**src/rtl/clk_meter_pkg.sv**
```systemverilog
// rtl/clk_meter_pkg.sv - shared state encoding and default constants for clk_period_meter
// Contents:
//   meter_state_t   IDLE / ARM / MEAS measurement states
//   *_DEF           default parameter values used by clk_period_meter
package clk_meter_pkg;

  typedef enum logic [1:0] {
    IDLE = 2'd0,
    ARM  = 2'd1,
    MEAS = 2'd2
  } meter_state_t;

  localparam int CNT_W_DEF       = 16;
  localparam int TIMEOUT_DEF     = 65000;
  localparam int SYNC_STAGES_DEF = 2;
  localparam int FILTER_LEN_DEF  = 3;

endpackage

```
**src/rtl/clk_meter_sync.sv**
```systemverilog
// rtl/clk_meter_sync.sv - synchronizer, optional glitch filter and rising-edge detect for clk_in
// Optional feature macro: CLK_METER_FILTER_EN (adds the FILTER_LEN stability filter)
// Ports:
//   clk     in   system clock
//   rst_n   in   asynchronous active-low reset
//   clk_in  in   slow clock, asynchronous to clk
//   f_lvl   out  synchronized (and filtered) level of clk_in
//   rise    out  combinational: f_lvl high while its previous-cycle value was low
module clk_meter_sync #(
  parameter int SYNC_STAGES = 2
`ifdef CLK_METER_FILTER_EN
  ,
  parameter int FILTER_LEN  = 3
`endif
) (
  input  logic clk,
  input  logic rst_n,
  input  logic clk_in,
  output logic f_lvl,
  output logic rise
);

  logic [SYNC_STAGES-1:0] sync_q;
  logic                   s_lvl;
  logic                   f_prev;

  always_ff @(posedge clk or negedge rst_n) begin
    if (!rst_n) begin
      sync_q <= '0;
    end else begin
      sync_q <= {sync_q[SYNC_STAGES-2:0], clk_in};
    end
  end

  assign s_lvl = sync_q[SYNC_STAGES-1];

`ifdef CLK_METER_FILTER_EN
  localparam int FW = $clog2(FILTER_LEN + 1);

  logic [FW-1:0] fcnt;
  logic          f_q;

  // fcnt counts consecutive cycles in which s_lvl disagrees with the filtered
  // level; the level only follows once the disagreement has lasted FILTER_LEN
  // cycles, and any agreeing cycle restarts the count.
  always_ff @(posedge clk or negedge rst_n) begin
    if (!rst_n) begin
      fcnt <= '0;
      f_q  <= 1'b0;
    end else if (s_lvl != f_q) begin
      if (fcnt == FW'(FILTER_LEN - 1)) begin
        f_q  <= s_lvl;
        fcnt <= '0;
      end else begin
        fcnt <= fcnt + 1'b1;
      end
    end else begin
      fcnt <= '0;
    end
  end

  assign f_lvl = f_q;
`else
  assign f_lvl = s_lvl;
`endif

  always_ff @(posedge clk or negedge rst_n) begin
    if (!rst_n) begin
      f_prev <= 1'b0;
    end else begin
      f_prev <= f_lvl;
    end
  end

  assign rise = f_lvl & ~f_prev;

endmodule

```
**src/rtl/clk_period_meter.sv**
```systemverilog
// rtl/clk_period_meter.sv - measures period and high time of a slow clock in clk cycles
// Optional feature macro: CLK_METER_FILTER_EN (glitch filter on the synchronized input)
// Ports:
//   clk           in   system clock
//   rst_n         in   asynchronous active-low reset
//   enable        in   measurement enable
//   clk_in        in   slow clock under measurement, asynchronous to clk
//   edge_tick     out  one-cycle pulse per detected clk_in rising edge
//   period        out  clk cycles between the last two rising edges
//   high_time     out  clk cycles clk_in was high within that period
//   period_valid  out  result available, held until accepted
//   period_ready  in   consumer accepts result
//   overrun       out  sticky: an unaccepted result was overwritten
//   timeout       out  sticky: no edge within TIMEOUT cycles
//   clr           in   clears overrun and timeout
module clk_period_meter
  import clk_meter_pkg::*;
#(
  parameter int CNT_W       = CNT_W_DEF,
  parameter int SYNC_STAGES = SYNC_STAGES_DEF,
  parameter int TIMEOUT     = TIMEOUT_DEF,
  parameter int FILTER_LEN  = FILTER_LEN_DEF
) (
  input  logic             clk,
  input  logic             rst_n,
  input  logic             enable,
  input  logic             clk_in,
  output logic             edge_tick,
  output logic [CNT_W-1:0] period,
  output logic [CNT_W-1:0] high_time,
  output logic             period_valid,
  input  logic             period_ready,
  output logic             overrun,
  output logic             timeout,
  input  logic             clr
);

  if (SYNC_STAGES < 2 || FILTER_LEN < 1 || TIMEOUT < 1 ||
      TIMEOUT > (2 ** CNT_W) - 1) begin : g_param_check
    $error("clk_period_meter: illegal parameter combination");
  end

  // cnt is zero in the first cycle after an edge, so it holds TIMEOUT-1 in the
  // cycle that completes TIMEOUT edge-free cycles.
  localparam logic [CNT_W-1:0] TO_LAST = CNT_W'(TIMEOUT - 1);

  meter_state_t     state;
  meter_state_t     state_nxt;
  logic             f_lvl;
  logic             rise;
  logic [CNT_W-1:0] cnt;
  logic [CNT_W-1:0] hcnt;
  logic             measuring;
  logic             load;
  logic             to_hit;
  logic             xfer;

  clk_meter_sync #(
    .SYNC_STAGES(SYNC_STAGES)
`ifdef CLK_METER_FILTER_EN
    ,
    .FILTER_LEN (FILTER_LEN)
`endif
  ) u_sync (
    .clk   (clk),
    .rst_n (rst_n),
    .clk_in(clk_in),
    .f_lvl (f_lvl),
    .rise  (rise)
  );

  assign measuring = enable && (state == MEAS);
  assign load      = measuring && rise;
  assign to_hit    = measuring && !rise && (cnt == TO_LAST);
  assign xfer      = period_valid && period_ready;

  always_ff @(posedge clk or negedge rst_n) begin
    if (!rst_n) begin
      state <= IDLE;
    end else begin
      state <= state_nxt;
    end
  end

  always_comb begin
    state_nxt = state;
    if (!enable) begin
      state_nxt = IDLE;
    end else begin
      unique case (state)
        IDLE:    state_nxt = ARM;
        ARM:     if (rise) state_nxt = MEAS;
        MEAS:    if (to_hit) state_nxt = ARM;
        default: state_nxt = IDLE;
      endcase
    end
  end

  // Counters run only while measuring and restart on every edge or timeout,
  // so cnt never exceeds TIMEOUT-1 and cannot wrap.
  always_ff @(posedge clk or negedge rst_n) begin
    if (!rst_n) begin
      cnt  <= '0;
      hcnt <= '0;
    end else if (!measuring || rise || to_hit) begin
      cnt  <= '0;
      hcnt <= '0;
    end else begin
      cnt <= cnt + 1'b1;
      if (f_lvl) begin
        hcnt <= hcnt + 1'b1;
      end
    end
  end

  // The edge cycle itself is the first high cycle of the new period and the
  // last cycle of the old one; neither counter has seen it, hence both +1.
  always_ff @(posedge clk or negedge rst_n) begin
    if (!rst_n) begin
      edge_tick    <= 1'b0;
      period       <= '0;
      high_time    <= '0;
      period_valid <= 1'b0;
    end else begin
      edge_tick <= rise;
      if (load) begin
        period       <= cnt + 1'b1;
        high_time    <= hcnt + 1'b1;
        period_valid <= 1'b1;
      end else if (xfer) begin
        period_valid <= 1'b0;
      end
    end
  end

  // Set events take priority over clr.
  always_ff @(posedge clk or negedge rst_n) begin
    if (!rst_n) begin
      overrun <= 1'b0;
      timeout <= 1'b0;
    end else begin
      if (load && period_valid && !period_ready) begin
        overrun <= 1'b1;
      end else if (clr) begin
        overrun <= 1'b0;
      end
      if (to_hit) begin
        timeout <= 1'b1;
      end else if (clr) begin
        timeout <= 1'b0;
      end
    end
  end

endmodule

```
**config.mk**
```make
export PLATFORM = sky130hd
export DESIGN_NAME = clk_period_meter
export DESIGN_NICKNAME = d
export VERILOG_FILES = /design/src/rtl/clk_meter_pkg.sv /design/src/rtl/clk_meter_sync.sv /design/src/rtl/clk_period_meter.sv
export SDC_FILE = /design/constraint.sdc
export NUM_CORES = 1
export LEC_CHECK = 0
export BUFFER_PORTS_ARGS = -buffer_cell sky130_fd_sc_hd__buf_2
export CAP_MARGIN = 10
export CORE_UTILIZATION = 25
export CTS_CLUSTER_DIAMETER = 60
export DETAILED_ROUTE_END_ITERATION = 7
export GPL_TIMING_DRIVEN = 0
export HOLD_SLACK_MARGIN = 0.06
export PLACE_DENSITY_LB_ADDON = 0.2
export SLEW_MARGIN = 20
export SYNTH_ARGS = -nofsm -noshare
export SYNTH_HDL_FRONTEND = slang
export SYNTH_SLANG_ARGS = --single-unit
```
**constraint.sdc**
```tcl
create_clock -name clk -period 2.22 [get_ports clk]
set_input_delay 0.444 -clock clk [delete_from_list [all_inputs] [get_ports clk]]
set_output_delay 0.444 -clock clk [all_outputs]
set_load 0.01 [all_outputs]
```
* Yosys cells after proc, flatten, opt, wreduce, memory -nomap -nowiden *
Cells that the tools add are included.

operators by class
  div/mod/pow operators = 0
  equality and inequality tests = 5
  bitwise gates (word level) = 2
  reduce and logical (&&, ||, !) cells = 18
  shift-type cells = 0
  $mul = 0
  add/sub/neg operators = 2
  muxes and demuxes = 12
  $lt $le $gt $ge = 0

operators with widths
  operator                                                          count
  16-bit two-way mux                                                3
  16-bit by 1-bit adder with 16-bit output (second input constant)  2
  16-bit == test (second input constant)                            1
  2-bit nonzero test                                                4
  1-bit logical AND                                                 7
  2-bit two-way mux                                                 3
  3-bit inequality test (second input constant)                     2
  2-bit case mux with 3 select lines                                1
  1-bit two-way mux                                                 5
  1-bit zero test                                                   3
  2-bit by 1-bit == test with 1-bit output (second input constant)  1
  2-bit == test (second input constant)                             1
  2-bit zero test                                                   1
  1-bit logical OR                                                  2
  2-bit AND reduction                                               1
  1-bit bitwise AND                                                 1
  1-bit NOT                                                         1

storage, ports and cells
  bits in latches = 0
  output and inout bits = 36
  logic and storage cells = 50
  input port bits = 6
  memories = 0
  RAM bits = 0
  register bits = 73
  bits in read-only memories = 0

* Longest topological paths before layout *
  word-level depth = 8
  mapped depth = 7
  mapped depth without buffers = 6

* By module *
From an unflattened synthesis, not the netlist that was laid out.

unflattened totals
  cells, all modules = 321
  area, all modules = 3271.9 µm²

modules (own cells, without submodules)
  module            cells an instance  times used  area an instance (µm²)  sequential area each (µm²)
  clk_period_meter  317                1           3183.1                  1751.7
  clk_meter_sync    4                  1           88.8                    75.1

* Least setup slack after synthesis *
OpenSTA, ideal clock, no wires.

  kind = reg-to-reg
  start point = register hcnt[0]
  end point = register hcnt[8]
  arrival = 1.467 ns
  clock period less this slack = 1.585 ns
  required time = 2.102 ns
  setup time = 0.118 ns
  path slack = 0.635 ns
  cell stages (with the launch flop) = 8
  cells stage by stage = dfrtp_1 -> ha_1 -> and4_1 -> buf_2 -> and2_2 -> nand2_1 -> xor2_1 -> nor2_1

on the way
  word-level cells in the longest chain between the ends = 3

RTL lines
  element                                   RTL line                 RTL
  start, declared                           clk_period_meter.sv:52   logic [CNT_W-1:0] hcnt;
  start signal, assigned                    clk_period_meter.sv:111  hcnt <= hcnt + 1'b1;
  16-bit by 1-bit adder with 16-bit output  clk_period_meter.sv:111
  16-bit two-way mux                        clk_period_meter.sv:110  if (f_lvl) begin
  16-bit two-way mux                        clk_period_meter.sv:105  end else if (!measuring || rise || to_hit) begin

Every way passes these cells. The select of a mux whose other input is x is not followed.
A chain may end at the register's enable or synchronous reset.

* Worst setup path after layout *
  start point = register cnt[0]
  end point = register hcnt[2]

on the way
  word-level cells in the longest chain between the ends = 4
  elaborated cells on any way between the ends = 5
  classes of those cells = eq/ne (1); mux (1); reduce/logical (3)

RTL lines
  element                                                   RTL line                 RTL
  start, declared                                           clk_period_meter.sv:51   logic [CNT_W-1:0] cnt;
  start signal, assigned                                    clk_period_meter.sv:109  cnt <= cnt + 1'b1;
  16-bit == test (*)                                        clk_period_meter.sv:74   assign to_hit = measuring && !rise && (cnt == TO_LAST);
  1-bit logical AND (*)                                     clk_period_meter.sv:74
  1-bit logical OR (*)                                      clk_period_meter.sv:105
  16-bit two-way mux or 2-bit nonzero test (tied branches)  --

Mark *: on every way between the ends. The rest lies on a longest branch, timed or not.

==> impl_results.md <==
* Outcome: finished with violations
* Failing checks: design-rule violations
* IO buf count at roughly 40
* Syn Area/Cell at 10.65 sq um
* CP Data Required Time at between 2000 and 2500 ps
* Final Cycle Share at a little over four fifths
* Total grt overflow at 0
* Max Cap Viol at 0
* Placed Cells at approximately 540
* Final Critical Period at around 1900 ps
* P per Cell Area at approximately 750 nW/um^2
* Largest net degree at the start of global routing at 55
* Iter 0 DRT Violations at 88
* Worst EP arrival at about 2100 ps
* CP peak stage delay at about 400 ps
* Critical path type: register to register
* CP Launch Type: register
* Synth area leader: dfrtp_1
* CP endpoint kind: register
* Post-synth top flop: dfrtp_1
* Worst-path clk slew at about 60 ps
* Async S/R FF share, synth at 100.0%
* FILL cells at about 1.4k
* DR pass1 iterations at 6
* Final Setup Violations at 0
* Setup Skew at roughly 8 ps
* Max Fanout on Critical Path at 10
* Die area at around 14,000 sq um
* HPWL after detailed placement at roughly 5000 um
* Top cells by area, synth: dfrtp_1 54%, xor2_1 7.0%, o21ai_2 6.7%
* Setup TNS at 0 ps
* Worst-Margin Slew at between 500 and 600 ps
* Total number of vias at 2,315
* GRT Total Usage at ~11%
* Number of DRC violations after detailed routing at 1
* Antenna-violating nets left at 0
* Nets at roughly 380
* Synthesized instance count at approximately 320
* Placer Congestion at about 0.75
* RSZ-0062 raised after global routing: no
* Latest clock arrival within the worst-skew pair at about 340 ps
* Root buffer cell: clkbuf_16
* F_max at roughly 540 MHz
* Final Instance Count excl. Fillers at ~550
* Hold Fails Final Rpt at 0
* Syn nets at roughly 330
* Top-area cell type share of the netlist area at around 54%
* Die height at around 120 um
* Area Growth Syn to Fin at 23.99%
* Most common cell after layout, fill and taps aside: dfrtp_1
* Antenna violations before repair at 0
* Hold crit path type: input port to register
* Clk sinks at 73
* DR WL/cell at ~13 um
* VDD IR-drop max at around 330 uV
* CTS Buffer Depth at 2
* EDFF count, synth at 0
* Family with the most delay on the worst path: simple AND/OR/NAND/NOR gates
* First-pass GRT wire length at between 10,000 and 15,000 um
* Post-CTS Setup Inserts at 0
* Core ar. at approximately 13,000 sq um
* H-Tree Depth at 3
* Area of the multi-input gates at roughly 1400 sq um
* Sequential area share after synthesis at between 50 and 60%
* Sequential cell area at around 1800 sq um
* Initial core utilization at around 26%
* Relative slew margins at roughly 63%
* Mapped cell area at 3374 sq um
* # IOs at 42
* P_leak at around 0.0019 uW
* CP max-delay cell: dfrtp_1
* Total power at about 3100 uW
* Syn. warnings at 0
* Slew Viols, Final at 0
* Vias per Instance at ~4.2
* Die Span X at around 120 um
* CTS buffer count at 9
* Diode count at 0
* CP Buf/Inv Count at 1
* Row count at 42
* Layout cells sized above 1 at roughly 29%
* WHS at roughly 210 ps
* Number of global-route vias before repair at 2,370
* Final wirelength at slightly above 7000 um
* Synth Register Bits at 73
* CTS tree: yes
* Yosys cell types at 36
* Crit-path cells: ha_1, and3_1, nand4b_1, nand2_1, buf_4, nor2_1
* Commonest cells after routing, fill and taps aside: 73 x dfrtp_1, 57 x nand2_1, 43 x buf_2
## metal layers
layer	vias to the layer above	global-route usage, %	wire length (um)
met5	-	0	0
met4	0	6.731	179
met3	13	2.896	235
met2	28	16.62	3176
met1	1111	14.60	3492
li1	1163	-	-
## power by group
part | leakage (uW) | internal [uW] | total (uW) | switching, uW
clock | 0.000162 | 1100 | 1670 | 572
combinational | 0.000740 | 34.0 | 94.0 | 59.9
sequential | 0.00101 | 1350 | 1360 | 12.4
## Yosys cell counts (2+ instances only)
| library cell | number |
|---|---|
| xnor2_1 | 16 |
| and4_1 | 2 |
| ha_1 | 2 |
| buf_6 | 8 |
| buf_4 | 4 |
| o21ai_1 | 3 |
| nor2_1 | 40 |
| nand3_1 | 13 |
| nand2_1 | 57 |
| nand4_1 | 5 |
| o21ai_2 | 26 |
| o21ai_0 | 2 |
| inv_1 | 2 |
| buf_2 | 3 |
| nor3_2 | 3 |
| and2_2 | 2 |
| xor2_1 | 27 |
| and3_1 | 11 |
| dfrtp_1 | 73 |
| nand4b_1 | 2 |
## final timing paths
path	start	to	slack (ps)	cells after the start
hold reg to reg	u_sync.sync_q[0]	u_sync.sync_q[1]	350	0
hold / removal	clk_in	u_sync.sync_q[0]	210	1
setup / recovery	cnt[0]	hcnt[2]	360	6
min in group asynchronous	rst_n	high_time[10]	540	2
setup reg to reg	cnt[0]	hcnt[2]	360	6
max in group asynchronous	rst_n	cnt[15]	1120	3
## through the flow
| step | utilization (%) | setup WS [ps] | area [sq um] |
|---|---|---|---|
| after global placement | 28.81 | 148.2 | 3800 |
| final | 31.72 | 361.0 | 4184 |
| after global routing | 31.72 | 231.6 | 4184 |
| after floorplan | - | 634.7 | 3374 |
| after CTS | 31.72 | 334.2 | 4184 |
| after detailed placement | 29.04 | 355.0 | 3830 |
## kinds of logic (layout without fill, tap and decap cells)
| kind of cell | Yosys count | count (layout) | share of synthesized area [%] |
|---|---|---|---|
| multiplexers | 1 | 1 | 0.2966 |
| flip-flops | 73 | 73 | 54.13 |
| AND/OR/NAND/NOR | 145 | 145 | 20.88 |
| XOR/XNOR | 43 | 43 | 11.16 |
| buffers and inverters | 18 | 77 | 4.338 |
| adder cells (fa/ha/maj) | 2 | 2 | 0.7414 |
| AO/OA/AOI/OAI | 35 | 35 | 8.454 |
## area by class of cell
type | instances | share of cell area, %
plain buffers | 16 | 3.319
flip-flops and latches | 73 | 43.66
clock buffers | 9 | 5.383
repair buffers | 43 | 5.861
clock inverters | 7 | 2.841
multi-input cells | 226 | 33.49
well taps | 176 | 5.263
inverters | 2 | 0.1794
## state kept, by name (all words and copies together), names as in the netlist
| signal | count |
|---|---|
| cnt | 16 |
| hcnt | 16 |
| high_time | 16 |
| period | 16 |
| state | 2 |
| u_sync.sync_q | 2 |
| edge_tick | 1 |
| overrun | 1 |
| period_valid | 1 |
| timeout | 1 |
| u_sync.f_prev | 1 |
## what timing repair did
action,CTS,global route
hold endpoints to repair,19,0
endpoints found under the setup margin,0,0
hold buffers,1,0
resized for setup,0,0
No activity file was read; power rests on OpenSTA's default activity.
